## src/rtl/muldiv_unit.sv

```systemverilog
// Iterative 32-bit multiply/divide unit with HI/LO registers.
// One shift-add or restoring shift-subtract step per cycle, then a sign-fix cycle.
module muldiv_unit (
  input  logic        clk,
  input  logic        rst_b,
  input  logic        start,
  input  logic [5:0]  func,
  input  logic [31:0] rs,
  input  logic [31:0] rt,
  input  logic        flush,
  output logic        busy,
  output logic        done,
  output logic        dz,
  output logic [31:0] hi,
  output logic [31:0] lo
);

  localparam logic [5:0] F_MULT  = 6'b011000;
  localparam logic [5:0] F_MULTU = 6'b011001;
  localparam logic [5:0] F_DIV   = 6'b011010;
  localparam logic [5:0] F_DIVU  = 6'b011011;
  localparam logic [5:0] F_MTHI  = 6'b010001;
  localparam logic [5:0] F_MTLO  = 6'b010011;

  typedef enum logic [2:0] {
    IDLE = 3'd0,
    MUL  = 3'd1,
    DIV  = 3'd2,
    FIX  = 3'd3,
    DZ   = 3'd4
  } state_t;

  function automatic logic [31:0] neg32(input logic [31:0] v);
    return ~v + 32'd1;
  endfunction

  function automatic logic [63:0] neg64(input logic [63:0] v);
    return ~v + 64'd1;
  endfunction

  state_t      state_r, state_n;
  logic [63:0] acc_r, acc_n;
  logic [31:0] a_r, a_n, b_r, b_n;
  logic [4:0]  cnt_r, cnt_n;
  logic        sq_r, sq_n, sr_r, sr_n, is_div_r, is_div_n;
  logic [31:0] hi_r, hi_n, lo_r, lo_n;
  logic        busy_r, done_r, done_n, dz_r, dz_n;

  logic        sgn_s;
  logic [31:0] mag_a_s, mag_b_s;
  logic [32:0] mul_sum_s, div_sh_s, div_diff_s;
  logic [63:0] prod_s;

  assign sgn_s      = ~func[0];
  assign mag_a_s    = (sgn_s && rs[31]) ? neg32(rs) : rs;
  assign mag_b_s    = (sgn_s && rt[31]) ? neg32(rt) : rt;
  // Multiplier sits in acc low half and shifts out as the partial product shifts in.
  assign mul_sum_s  = {1'b0, acc_r[63:32]} + (acc_r[0] ? {1'b0, a_r} : 33'd0);
  assign div_sh_s   = {acc_r[63:32], acc_r[31]};
  assign div_diff_s = div_sh_s - {1'b0, b_r};
  assign prod_s     = sq_r ? neg64(acc_r) : acc_r;

  // Next-state and datapath update.
  always_comb begin
    state_n  = state_r;
    acc_n    = acc_r;
    a_n      = a_r;
    b_n      = b_r;
    cnt_n    = cnt_r;
    sq_n     = sq_r;
    sr_n     = sr_r;
    is_div_n = is_div_r;
    hi_n     = hi_r;
    lo_n     = lo_r;
    done_n   = 1'b0;
    dz_n     = 1'b0;
    case (state_r)
      IDLE: begin
        if (flush) begin
          state_n = IDLE;
        end else if (start) begin
          case (func)
            F_MTHI: hi_n = rs;
            F_MTLO: lo_n = rs;
            F_MULT, F_MULTU: begin
              a_n      = mag_a_s;
              acc_n    = {32'd0, mag_b_s};
              sq_n     = sgn_s & (rs[31] ^ rt[31]);
              sr_n     = 1'b0;
              is_div_n = 1'b0;
              cnt_n    = 5'd0;
              state_n  = MUL;
            end
            F_DIV, F_DIVU: begin
              if (rt == 32'd0) begin
                state_n = DZ;
              end else begin
                acc_n    = {32'd0, mag_a_s};
                b_n      = mag_b_s;
                sq_n     = sgn_s & (rs[31] ^ rt[31]);
                sr_n     = sgn_s & rs[31];
                is_div_n = 1'b1;
                cnt_n    = 5'd0;
                state_n  = DIV;
              end
            end
            default: state_n = IDLE;
          endcase
        end else begin
          state_n = IDLE;
        end
      end
      MUL, DIV: begin
        if (flush) begin
          state_n = IDLE;
        end else begin
          if (state_r == MUL) begin
            acc_n = {mul_sum_s, acc_r[31:1]};
          end else if (div_diff_s[32]) begin
            acc_n = {div_sh_s[31:0], acc_r[30:0], 1'b0};
          end else begin
            acc_n = {div_diff_s[31:0], acc_r[30:0], 1'b1};
          end
          cnt_n = cnt_r + 5'd1;
          if (cnt_r == 5'd31) begin
            state_n = FIX;
          end else begin
            state_n = state_r;
          end
        end
      end
      FIX: begin
        if (flush) begin
          state_n = IDLE;
        end else begin
          if (is_div_r) begin
            lo_n = sq_r ? neg32(acc_r[31:0]) : acc_r[31:0];
            hi_n = sr_r ? neg32(acc_r[63:32]) : acc_r[63:32];
          end else begin
            hi_n = prod_s[63:32];
            lo_n = prod_s[31:0];
          end
          done_n  = 1'b1;
          state_n = IDLE;
        end
      end
      DZ: begin
        if (flush) begin
          state_n = IDLE;
        end else begin
          done_n  = 1'b1;
          dz_n    = 1'b1;
          state_n = IDLE;
        end
      end
      default: state_n = IDLE;
    endcase
  end

  // State and output registers; reset clears everything immediately.
  always_ff @(posedge clk or posedge rst_b) begin
    if (rst_b) begin
      state_r  <= IDLE;
      acc_r    <= 64'd0;
      a_r      <= 32'd0;
      b_r      <= 32'd0;
      cnt_r    <= 5'd0;
      sq_r     <= 1'b0;
      sr_r     <= 1'b0;
      is_div_r <= 1'b0;
      hi_r     <= 32'd0;
      lo_r     <= 32'd0;
      busy_r   <= 1'b0;
      done_r   <= 1'b0;
      dz_r     <= 1'b0;
    end else begin
      state_r  <= state_n;
      acc_r    <= acc_n;
      a_r      <= a_n;
      b_r      <= b_n;
      cnt_r    <= cnt_n;
      sq_r     <= sq_n;
      sr_r     <= sr_n;
      is_div_r <= is_div_n;
      hi_r     <= hi_n;
      lo_r     <= lo_n;
      busy_r   <= (state_n != IDLE);
      done_r   <= done_n;
      dz_r     <= dz_n;
    end
  end

  assign busy = busy_r;
  assign done = done_r;
  assign dz   = dz_r;
  assign hi   = hi_r;
  assign lo   = lo_r;

endmodule

```

## config.mk

```make
export PLATFORM = sky130hd
export DESIGN_NAME = muldiv_unit
export DESIGN_NICKNAME = d
export VERILOG_FILES = /design/src/rtl/muldiv_unit.sv
export SDC_FILE = /design/constraint.sdc
export NUM_CORES = 1
export LEC_CHECK = 0
export CORE_ASPECT_RATIO = 0.8
export CORE_MARGIN = 2
export CORE_UTILIZATION = 60
export CTS_CLUSTER_SIZE = 24
export DETAILED_ROUTE_END_ITERATION = 8
export PLACE_DENSITY = 0.85
export SYNTH_ARGS = -nofsm -noshare
export SYNTH_HDL_FRONTEND = slang
export SYNTH_SLANG_ARGS = --single-unit
```

## constraint.sdc

```tcl
create_clock -name clk -period 8.7 [get_ports clk]
set_input_delay 0.87 -clock clk [delete_from_list [all_inputs] [get_ports clk]]
set_output_delay 0.87 -clock clk [all_outputs]
set_load 0.005 [all_outputs]
```

==> flow_metrics.py, run 1 <==
metrics = {
    "run_status": {
        "run_status": "complete, no violations",
    },
    "clock_network": {
        "numCtsBuffers": 23,
        "cts_tree": "yes",
        "post_cts_buffers": 0,
        "clkTransAtPathRegs_ns": 0.07,
        "clk_latency_ns": 0.54,
        "clock_path_buffers": 3,
        "h-tree-depth": 1,
        "clock-sinks": 206,
        "cts.repair.resized": 0,
        "clock-root-buffer": "clkbuf_16",
        "hold_buffers": 0,
    },
    "job": {
        "maxCapViolCount": 0,
    },
    "power": {
        "power_mw": 3.197,
        "ir_drop_uv": 138.1,
        "p_int_mw": 2.077,
        "switchingPower_mw": 1.120,
        "p_seq_share_pct": 39.2,
        "combPwrFrac_pct": 28.0,
        "switching_share_pct": 35.03,
        "pwr-share-clk_pct": 32.8,
        "p_leak_nw": 7.971,
        "p_per_area_mw_per_mm2": 175.6,
    },
    "worst_setup_path": {
        "critPathMaxFanout": 22,
        "critPathCaptureType": "flip-flop",
        "start_kind": "flip-flop",
        "path_class": "flip-flop to flip-flop",
        "cp.arrival_ns": 5.03,
        "required_ns": 9.14,
        "r2r_slack_ns": 4.11,
    },
    "logic_synthesis": {
        "async_flop_share_pct": 100.0,
        "ys.flop_type": "dfrtp_1",
        "yosysUniqueCellTypes": 73,
        "netlist_instances": 2022,
        "syn_avg_cell_area_um2": 7.846,
        "synth_top_area_cell": "dfrtp_1",
        "synth_seq_cells": 206,
        "synth_nets": 2168,
        "synth_edf_count": 0,
        "synth_top_cell_area_share_pct": 32.49,
        "ys_seq_area_share_pct": 32.49,
        "synthTopCellsByArea": "dfrtp_1 (32%), nand2_1 (7.4%), o21ai_0 (6.2%)",
        "synthesis.area_mm2": 0.01586,
        "yosysWarnings": 0,
    },
    "placement": {
        "dpl.hpwl_um": 41210,
        "numPortBuffers": 140,
        "post-place-cells": 2420,
        "place_ws_ns": 4.046,
        "gp_congestion": 1.023,
    },
    "route": {
        "drc_errors": 0,
        "avgRoutedWirePerCell_um": 22.28,
        "first_pass_iters": 9,
        "vias": 16320,
        "viasPerCell": 6.633,
        "wirelength_um": 54820,
        "drtAntennaViolNets": 0,
        "drt-initial-drc-count": 2102,
    },
    "timing": {
        "skew_ns": 0.01356,
        "post-route-period-util_pct": 52.73,
        "max_clock_freq_mhz": 218.0,
        "setup-tns-final_ns": 0,
        "period_minus_slack_ns": 4.587,
        "worst_slack_ns": 4.113,
        "rsz0062_at_grt": "false",
        "slew_violations": 0,
        "hold_viol": 0,
        "slew_headroom_pct": 17.35,
        "setup_violations": 0,
        "worstMarginPinSlew_ns": 1.237,
    },
    "layout": {
        "fillers": 2134,
        "layout-drive-gt1-share_pct": 4.135,
        "layout_commonest_cell": "nand2_1",
        "final-seq-area_mm2": 0.005155,
        "multi_input_area_mm2": 0.01003,
        "nets": 2234,
        "final_cell_mix": "nand2_1 (313), dfrtp_1 (206), o21ai_0 (195), a21oi_1 (186), nor2_1 (168)",
        "instances_no_fill": 2461,
        "n_antenna_cell": 0,
        "syn_to_final_growth_pct": 14.78,
        "final_util_pct": 69.69,
    },
    "global_routing": {
        "grt_pass1_vias": 15170,
        "antenna_found_initial": 1,
        "grt_pass1_wl_um": 84820,
        "grt_max_degree": 138,
        "grt_usage_pct": 39.42,
        "grt_overflow": 0,
    },
    "floorplanning": {
        "core-area_mm2": 0.02613,
        "fp.dieH_um": 149.4,
        "io_pins": 141,
        "start_util_pct": 60.72,
        "die_x_um": 185.8,
        "die-area_mm2": 0.02776,
        "rows": 53,
    },
    "hold_path": {
        "hold_path.class": "flip-flop to flip-flop",
    },
}
## stage by stage
| step | hold slack (ns) | area, um2 |
|---|---|---|
| finish | 0.4770 | 18210 |
| global placement | 0.4542 | 17420 |
| CTS | 0.4732 | 18210 |
| global route | 0.4962 | 18210 |
| floorplan | 0.4381 | 15860 |
| detailed placement | 0.4570 | 17420 |
## cells by family (layout without fill, tap and decap cells)
kind of cell / after synthesis / count (layout) / synth area share [%]
and+or+nand+nor: 727 / 727 / 21.21
AOI/OAI and AO/OA: 631 / 631 / 24.29
DFF: 206 / 206 / 32.49
buffers and inverters: 178 / 260 / 4.409
xor gates and xnor gates: 167 / 167 / 9.220
adders and majority gates: 72 / 72 / 5.773
muxes: 41 / 41 / 2.603
## Yosys cell counts, types with 41 or more instances
| cell type | instances |
|---|---|
| nand2_1 | 314 |
| dfrtp_1 | 206 |
| o21ai_0 | 195 |
| a21oi_1 | 186 |
| nor2_1 | 168 |
| clkbuf_1 | 100 |
| xnor2_1 | 96 |
| xor2_1 | 71 |
| ha_1 | 70 |
| inv_1 | 57 |
| o31ai_1 | 48 |
| and2_1 | 41 |
## state kept, by name, summed over array words and instances, names as in the netlist
signal and count:
acc_r 64, a_r 32, b_r 32, hi 32, lo 32, cnt_r 5
state_r 3, busy 1, done 1, dz 1, is_div_r 1, sq_r 1
sr_r 1
## final cells by class
class	instances	share of cell area, %
multi-input cells	1638	55.10
flip-flops and latches	206	28.31
repair buffers	162	8.603
clock buffers	32	3.621
well taps	357	2.453
inverters	57	1.216
clock inverters	9	0.6940
## worst max-delay path, stage by stage, from the launching register on
cell and delay (ns):
dfrtp_1 0.60, buf_4 0.35, nor3_1 0.28, nand4b_1 0.34, or4_1 0.81, o21ai_1 0.92
nand3_1 0.35, o21ai_0 0.32, xnor2_1 0.23, nor2_1 0.07, o31ai_1 0.22
## per-layer routing
metal | share of wire [%] | vias up | track usage, % | routed length (um)
li1 | - | 7318 | - | -
met4 | 4.6 | 2 | 15.16 | 2543
met5 | 0.013 | - | 0 | 7
met1 | 40 | 7758 | 53.94 | 21760
met3 | 12 | 217 | 10.98 | 6757
met2 | 43 | 1028 | 59.39 | 23760
## power by group through the flow
stage / clock network, mW / logic, mW / registers [mW]
3_5_place_dp: 0 / 0.864 / 1.26
3_3_place_gp: 0 / 0.839 / 1.26
2_1_floorplan: 0 / 0.602 / 1.19
6_report: 1.05 / 0.895 / 1.25
4_1_cts: 1.03 / 0.872 / 1.25
5_1_grt: 1.07 / 0.978 / 1.27
## path summary, 6_finish.rpt
| path | startpoint | to | depth (start not counted) |
|---|---|---|---|
| max | acc_r[0] | hi[9] | 10 |
| max reg2reg | acc_r[0] | hi[9] | 10 |
| min reg2reg | a_r[7] | a_r[7] | 2 |
| min | a_r[7] | a_r[7] | 2 |
| min in group asynchronous | rst_b | dz | 2 |
| max in group asynchronous | rst_b | lo[23] | 3 |
Note: power is estimated with default switching activity, not from simulation.
==> run 2, diff against run 1 <==
--- a/config.mk
+++ b/config.mk
@@ -7,10 +7,10 @@
 export LEC_CHECK = 0
 export CORE_ASPECT_RATIO = 0.8
 export CORE_MARGIN = 2
-export CORE_UTILIZATION = 60
+export CORE_UTILIZATION = 54
 export CTS_CLUSTER_SIZE = 24
 export DETAILED_ROUTE_END_ITERATION = 8
-export PLACE_DENSITY = 0.85
+export PLACE_DENSITY = 0.8
 export SYNTH_ARGS = -nofsm -noshare
 export SYNTH_HDL_FRONTEND = slang
 export SYNTH_SLANG_ARGS = --single-unit
==> constraint.sdc (replaced) <==
create_clock -name clk -period 3.71 [get_ports clk]
set_input_delay 0.371 -clock clk [delete_from_list [all_inputs] [get_ports clk]]
set_output_delay 0.371 -clock clk [all_outputs]
set_load 0.005 [all_outputs]
==> run 2 against run 1 <==
Against the previous run: non-clock buffer count rose by 83; sequential power rose by 130%; sequential share of layout area fell by 1.1 points; worst hold slack got worse by 0.13 ns; clock-buffer cell count rose by 1; register-to-register slack got worse by 4.0 ns; die area rose by 11%; cell count rose by 4.2%; global-route usage fell by 3.1 points; setup slack got worse by 4.0 ns; maximum frequency rose by 28%; sequential cell count did not move; critical path type unchanged; largest cell class unchanged.
==> flow_metrics.py, run 2 (synthesized netlist as in run 1, its figures left out) <==
metrics = {
    "run_status": {
        "run_status": "complete, no violations",
    },
    "timing": {
        "slew_headroom_pct": 30.97,
        "period_minus_slack_ns": 3.584,
        "slew_violations": 0,
        "post-route-period-util_pct": 96.61,
        "worst_slack_ns": 0.1258,
        "hold_viol": 0,
        "setup_violations": 0,
        "max_clock_freq_mhz": 279.0,
        "skew_ns": 0.01038,
        "setup-tns-final_ns": 0,
        "worstMarginPinSlew_ns": 1.033,
    },
    "worst_setup_path": {
        "start_kind": "flip-flop",
        "required_ns": 4.12,
        "critPathMaxFanout": 9,
        "max_stage_delay_ns": 0.44,
        "crit_path_top_delay_cell": "fa_1",
        "path_class": "flip-flop to flip-flop",
        "path_cells": "inv_1 -> ha_1 -> fa_1 -> nor2b_1 -> o31a_1 -> o211ai_1 -> buf_4 -> a2111o_1 -> a21oi_1 -> nor3_2 -> buf_4 -> buf_4 -> and3b_1 -> o21ai_0 -> o211ai_1",
        "cpMostUsedCell": "buf_4",
        "cp.arrival_ns": 3.99,
        "critPathCaptureType": "flip-flop",
    },
    "global_routing": {
        "grt_pass1_vias": 15180,
        "grt_usage_pct": 36.32,
        "antenna_found_initial": 0,
        "grt_pass1_wl_um": 86420,
        "grt_overflow": 0,
        "grt_max_degree": 64,
    },
    "route": {
        "vias": 16410,
        "drtAntennaViolNets": 0,
        "avgRoutedWirePerCell_um": 22.15,
        "drt-initial-drc-count": 2156,
        "dr_wl_met2_um": 24460,
        "drc_errors": 0,
        "top_layer": "met4",
        "wirelength_um": 56810,
        "wl_met3_um": 6753,
        "first_pass_iters": 6,
        "wirelength_met1_um": 23260,
        "viasPerCell": 6.397,
    },
    "placement": {
        "dpl-instance-area_mm2": 0.01810,
        "post-place-cells": 2523,
        "gp_congestion": 1.025,
        "dpl.hpwl_um": 44690,
        "numPortBuffers": 140,
        "place_ws_ns": -0.02308,
    },
    "layout": {
        "syn_to_final_growth_pct": 19.28,
        "fillers": 2500,
        "layout-drive-gt1-share_pct": 7.998,
        "layout_commonest_cell": "nand2_1",
        "regMostFlops": "acc_r",
        "nets": 2317,
        "largest_reg_flops": 64,
        "final_cell_mix": "nand2_1 (313), dfrtp_1 (205), o21ai_0 (195), a21oi_1 (186), nor2_1 (168)",
        "instances_no_fill": 2565,
        "n_antenna_cell": 0,
        "stdcell_area_mm2": 0.01892,
    },
    "floorplanning": {
        "rows": 56,
        "fp.dieH_um": 157.3,
        "io_pins": 141,
        "core-area_mm2": 0.02908,
        "start_util_pct": 54.56,
        "die_x_um": 195.6,
        "die-area_mm2": 0.03077,
    },
    "power": {
        "p_per_area_mw_per_mm2": 403.6,
        "ir_drop_uv": 432.6,
        "p_leak_nw": 8.391,
    },
    "clock_network": {
        "h-tree-depth": 1,
        "numCtsBuffers": 23,
        "cts.repair.resized": 0,
        "clock-root-buffer": "clkbuf_16",
        "clkTransAtPathRegs_ns": 0.07,
        "clock-sinks": 206,
        "cts_tree": "yes",
        "post_cts_buffers": 0,
        "hold_buffers": 0,
        "clk_latency_ns": 0.54,
        "clock_path_buffers": 3,
    },
    "job": {
        "maxCapViolCount": 0,
    },
    "hold_path": {
        "hold_path.class": "input pin to asynchronous set/reset pin",
    },
}
run 2: where the power goes:
group	internal, mW	total [mW]	switching (mW)	leakage [nW]
Sequential	2.55	2.91	0.355	2.74
Combinational	0.955	2.26	1.31	5.25
Clock	1.47	2.47	0.997	0.398
run 2: area by class of cell:
type | instances | area [um2] | share of cell area, %
inverter | 57 | 217.7 | 1.150
multi-input combinational | 1638 | 10050 | 53.11
clock inverter | 9 | 123.9 | 0.6546
tap | 377 | 471.7 | 2.493
sequential | 206 | 5156 | 27.25
clock buffer | 33 | 673.1 | 3.557
timing repair buffer | 245 | 2231 | 11.79
run 2: path summary, 6_finish.rpt:
kind                                  end  depth (start not counted)  startpoint  slack (ns)
worst min register to register     a_r[4]                          2      a_r[4]        0.47
worst min-delay path               a_r[2]                          3       rst_b        0.35
min in group clk                   a_r[4]                          2      a_r[4]        0.47
worst max register to register  acc_r[60]                         15   acc_r[31]        0.13
worst max-delay path            acc_r[60]                         15   acc_r[31]        0.13
max in group asynchronous          lo[20]                          4       rst_b        2.40
run 2: worst max-delay path, delay by kind of cell (launching register included):
family / cells / cell delay, ns
flops: 1 / 0.34
compound gates: 6 / 1.25
simple gates: 3 / 0.43
buf+inv: 4 / 0.67
fa+ha+maj: 2 / 0.75
run 2: layer usage:
layer  vias to the layer above  GRT usage (%)
li1                       7488              -
met1                      7813          49.53
met2                       939          54.90
met3                       168          10.05
met4                         0          14.25
met5                         -              0
run 2: metrics by stage:
step	power [mW]	hold WS (ns)	utilization, %
detailed placement	5.125	0.4625	62.26
CTS	7.561	0.3696	65.00
global placement	5.083	0.4564	62.26
floorplan	4.204	0.4381	-
global route	7.942	0.4118	65.08
finish	7.637	0.3506	65.08
==> run 3, diff against run 2 <==
--- a/config.mk
+++ b/config.mk
@@ -7,10 +7,10 @@
 export LEC_CHECK = 0
 export CORE_ASPECT_RATIO = 0.8
 export CORE_MARGIN = 2
-export CORE_UTILIZATION = 54
+export CORE_UTILIZATION = 40
 export CTS_CLUSTER_SIZE = 24
 export DETAILED_ROUTE_END_ITERATION = 8
-export PLACE_DENSITY = 0.8
+export PLACE_DENSITY = 0.63
 export SYNTH_ARGS = -nofsm -noshare
 export SYNTH_HDL_FRONTEND = slang
 export SYNTH_SLANG_ARGS = --single-unit
==> run 3 against run 2 <==
Against the previous run: critical path type unchanged; cell area grew 1.8%; maximum frequency shrank 0.72%; power is essentially flat; highest routed layer unchanged; critical path depth shrank 2; clock power shrank 3%; largest power group unchanged; worst hold slack lost 0.048 ns.
==> flow_metrics.py, run 3 (synthesized netlist as in run 1, its figures left out) <==
metrics = {
    "timing": {
        "setup_violations": 0,
        "setup-tns-final_ns": 0,
        "hold_viol": 0,
        "worst_slack_ns": 0.09986,
        "post-route-period-util_pct": 97.31,
        "worstMarginPinSlew_ns": 1.097,
        "skew_ns": 0.01194,
        "slew_violations": 0,
        "slew_headroom_pct": 26.61,
        "max_clock_freq_mhz": 277.0,
        "period_minus_slack_ns": 3.610,
        "rsz0062_at_grt": "false",
    },
    "placement": {
        "place_ws_ns": 0.002159,
        "gp_congestion": 0.9684,
        "dpl.hpwl_um": 49020,
        "numPortBuffers": 140,
    },
    "floorplanning": {
        "rows": 65,
        "core-area_mm2": 0.03928,
        "die_x_um": 226.7,
        "die-area_mm2": 0.04128,
        "start_util_pct": 40.39,
        "fp.dieH_um": 182.1,
        "io_pins": 141,
    },
    "clock_network": {
        "h-tree-depth": 1,
        "clk_latency_ns": 0.54,
        "hold_buffers": 0,
        "cts_tree": "yes",
        "numCtsBuffers": 23,
        "clock-root-buffer": "clkbuf_16",
        "clkTransAtPathRegs_ns": 0.06,
        "clock_path_buffers": 3,
        "clock-sinks": 206,
    },
    "route": {
        "dr_wl_met2_um": 25430,
        "wirelength_met1_um": 28350,
        "wl_met3_um": 6438,
        "viasPerCell": 5.946,
        "vias": 16260,
        "drt-initial-drc-count": 2015,
        "wirelength_um": 61640,
        "drc_errors": 0,
        "first_pass_iters": 6,
        "avgRoutedWirePerCell_um": 22.54,
        "drtAntennaViolNets": 0,
        "top_layer": "met4",
    },
    "worst_setup_path": {
        "critPathMaxFanout": 14,
        "required_ns": 4.13,
        "r2r_slack_ns": 0.1,
        "critPathCaptureType": "flip-flop",
        "cp.arrival_ns": 4.03,
        "start_kind": "flip-flop",
        "path_class": "flip-flop to flip-flop",
    },
    "global_routing": {
        "grt_max_degree": 76,
        "grt_overflow": 0,
        "grt_pass1_vias": 15100,
        "antenna_found_initial": 1,
        "grt_usage_pct": 29.65,
        "grt_pass1_wl_um": 92870,
    },
    "layout": {
        "n_antenna_cell": 0,
        "final_cell_mix": "nand2_1 (313), dfrtp_1 (205), o21ai_0 (194), a21oi_1 (186), nor2_1 (168)",
        "regMostFlops": "acc_r",
        "multi_input_area_mm2": 0.01006,
        "fillers": 3848,
        "syn_to_final_growth_pct": 21.45,
        "largest_reg_flops": 64,
        "layout-drive-gt1-share_pct": 8.640,
        "nets": 2331,
        "layout_commonest_cell": "nand2_1",
        "final-seq-area_mm2": 0.005156,
    },
    "power": {
        "p_leak_nw": 8.470,
        "p_per_area_mw_per_mm2": 396.0,
        "ir_drop_uv": 321.9,
    },
    "run_status": {
        "run_status": "complete, no violations",
    },
    "job": {
        "maxCapViolCount": 0,
    },
    "hold_path": {
        "hold_path.class": "input pin to asynchronous set/reset pin",
    },
}
-- run 3: cell count changes in the layout (fill, tap and decap cells not counted), moves of 2 or more --
cell / before / now
clkbuf_1: 4 / 2
clkinvlp_4: 1 / 3
buf_4: 101 / 111
buf_12: 3 / 7
-- run 3: report_power, final --
part	leakage [nW]	internal, mW	switching (mW)
Combinational	5.35	0.975	1.37
Sequential	2.74	2.55	0.333
Clock	0.373	1.39	1.01
-- run 3: repair_timing --
| action | in CTS | in global routing |
|---|---|---|
| buffers inserted | 0 | 1 |
| gates resized for setup | 0 | 8 |
| endpoints found under the setup margin | 0 | 40 |
-- run 3: worst paths after layout --
kind                       startpoint   endpoint  cells past startpoint
max in group asynchronous       rst_b    b_r[22]                      3
min in group clk              a_r[31]    a_r[31]                      2
hold / removal                  rst_b      hi[0]                      2
hold reg to reg               a_r[31]    a_r[31]                      2
setup reg to reg             acc_r[0]  acc_r[63]                     13
setup / recovery             acc_r[0]  acc_r[63]                     13
-- run 3: area by class of cell --
type,instances,share of cell area (%)
multi-input cells,1638,52.22
flip-flops and latches,206,26.76
repair buffers,259,12.46
well taps,536,3.481
clock buffers,31,3.455
inverters,57,1.130
clock inverters,8,0.4936
-- run 3: stage by stage --
stage	area, um2	utilization, %	hold WS (ns)	total power, mW	std cells
5_1_grt	19270	49.05	0.3548	7.993	2735
2_1_floorplan	15870	-	0.4381	4.204	2022
4_1_cts	19210	48.91	0.3164	7.584	2733
3_5_place_dp	18450	46.97	0.4653	5.204	2694
6_report	19270	49.05	0.3026	7.630	2735
3_3_place_gp	18450	46.97	0.4563	5.170	2694
-- run 3: critical path, stage by stage, from the launching register on --
cell,delay [ns]
dfrtp_2,0.50
and2_1,0.18
ha_1,0.21
inv_1,0.07
fa_1,0.18
nand2b_1,0.17
a21oi_1,0.11
o2111ai_1,0.44
nand4_1,0.20
nor3b_1,0.21
o31ai_1,0.46
o21ai_0,0.16
or3_1,0.33
a32o_1,0.25
-- run 3: metal layers --
metal	vias up	track usage, %
li1	7503	-
met1	7874	46.10
met2	800	41.74
met3	86	5.957
met4	0	6.474
met5	-	0
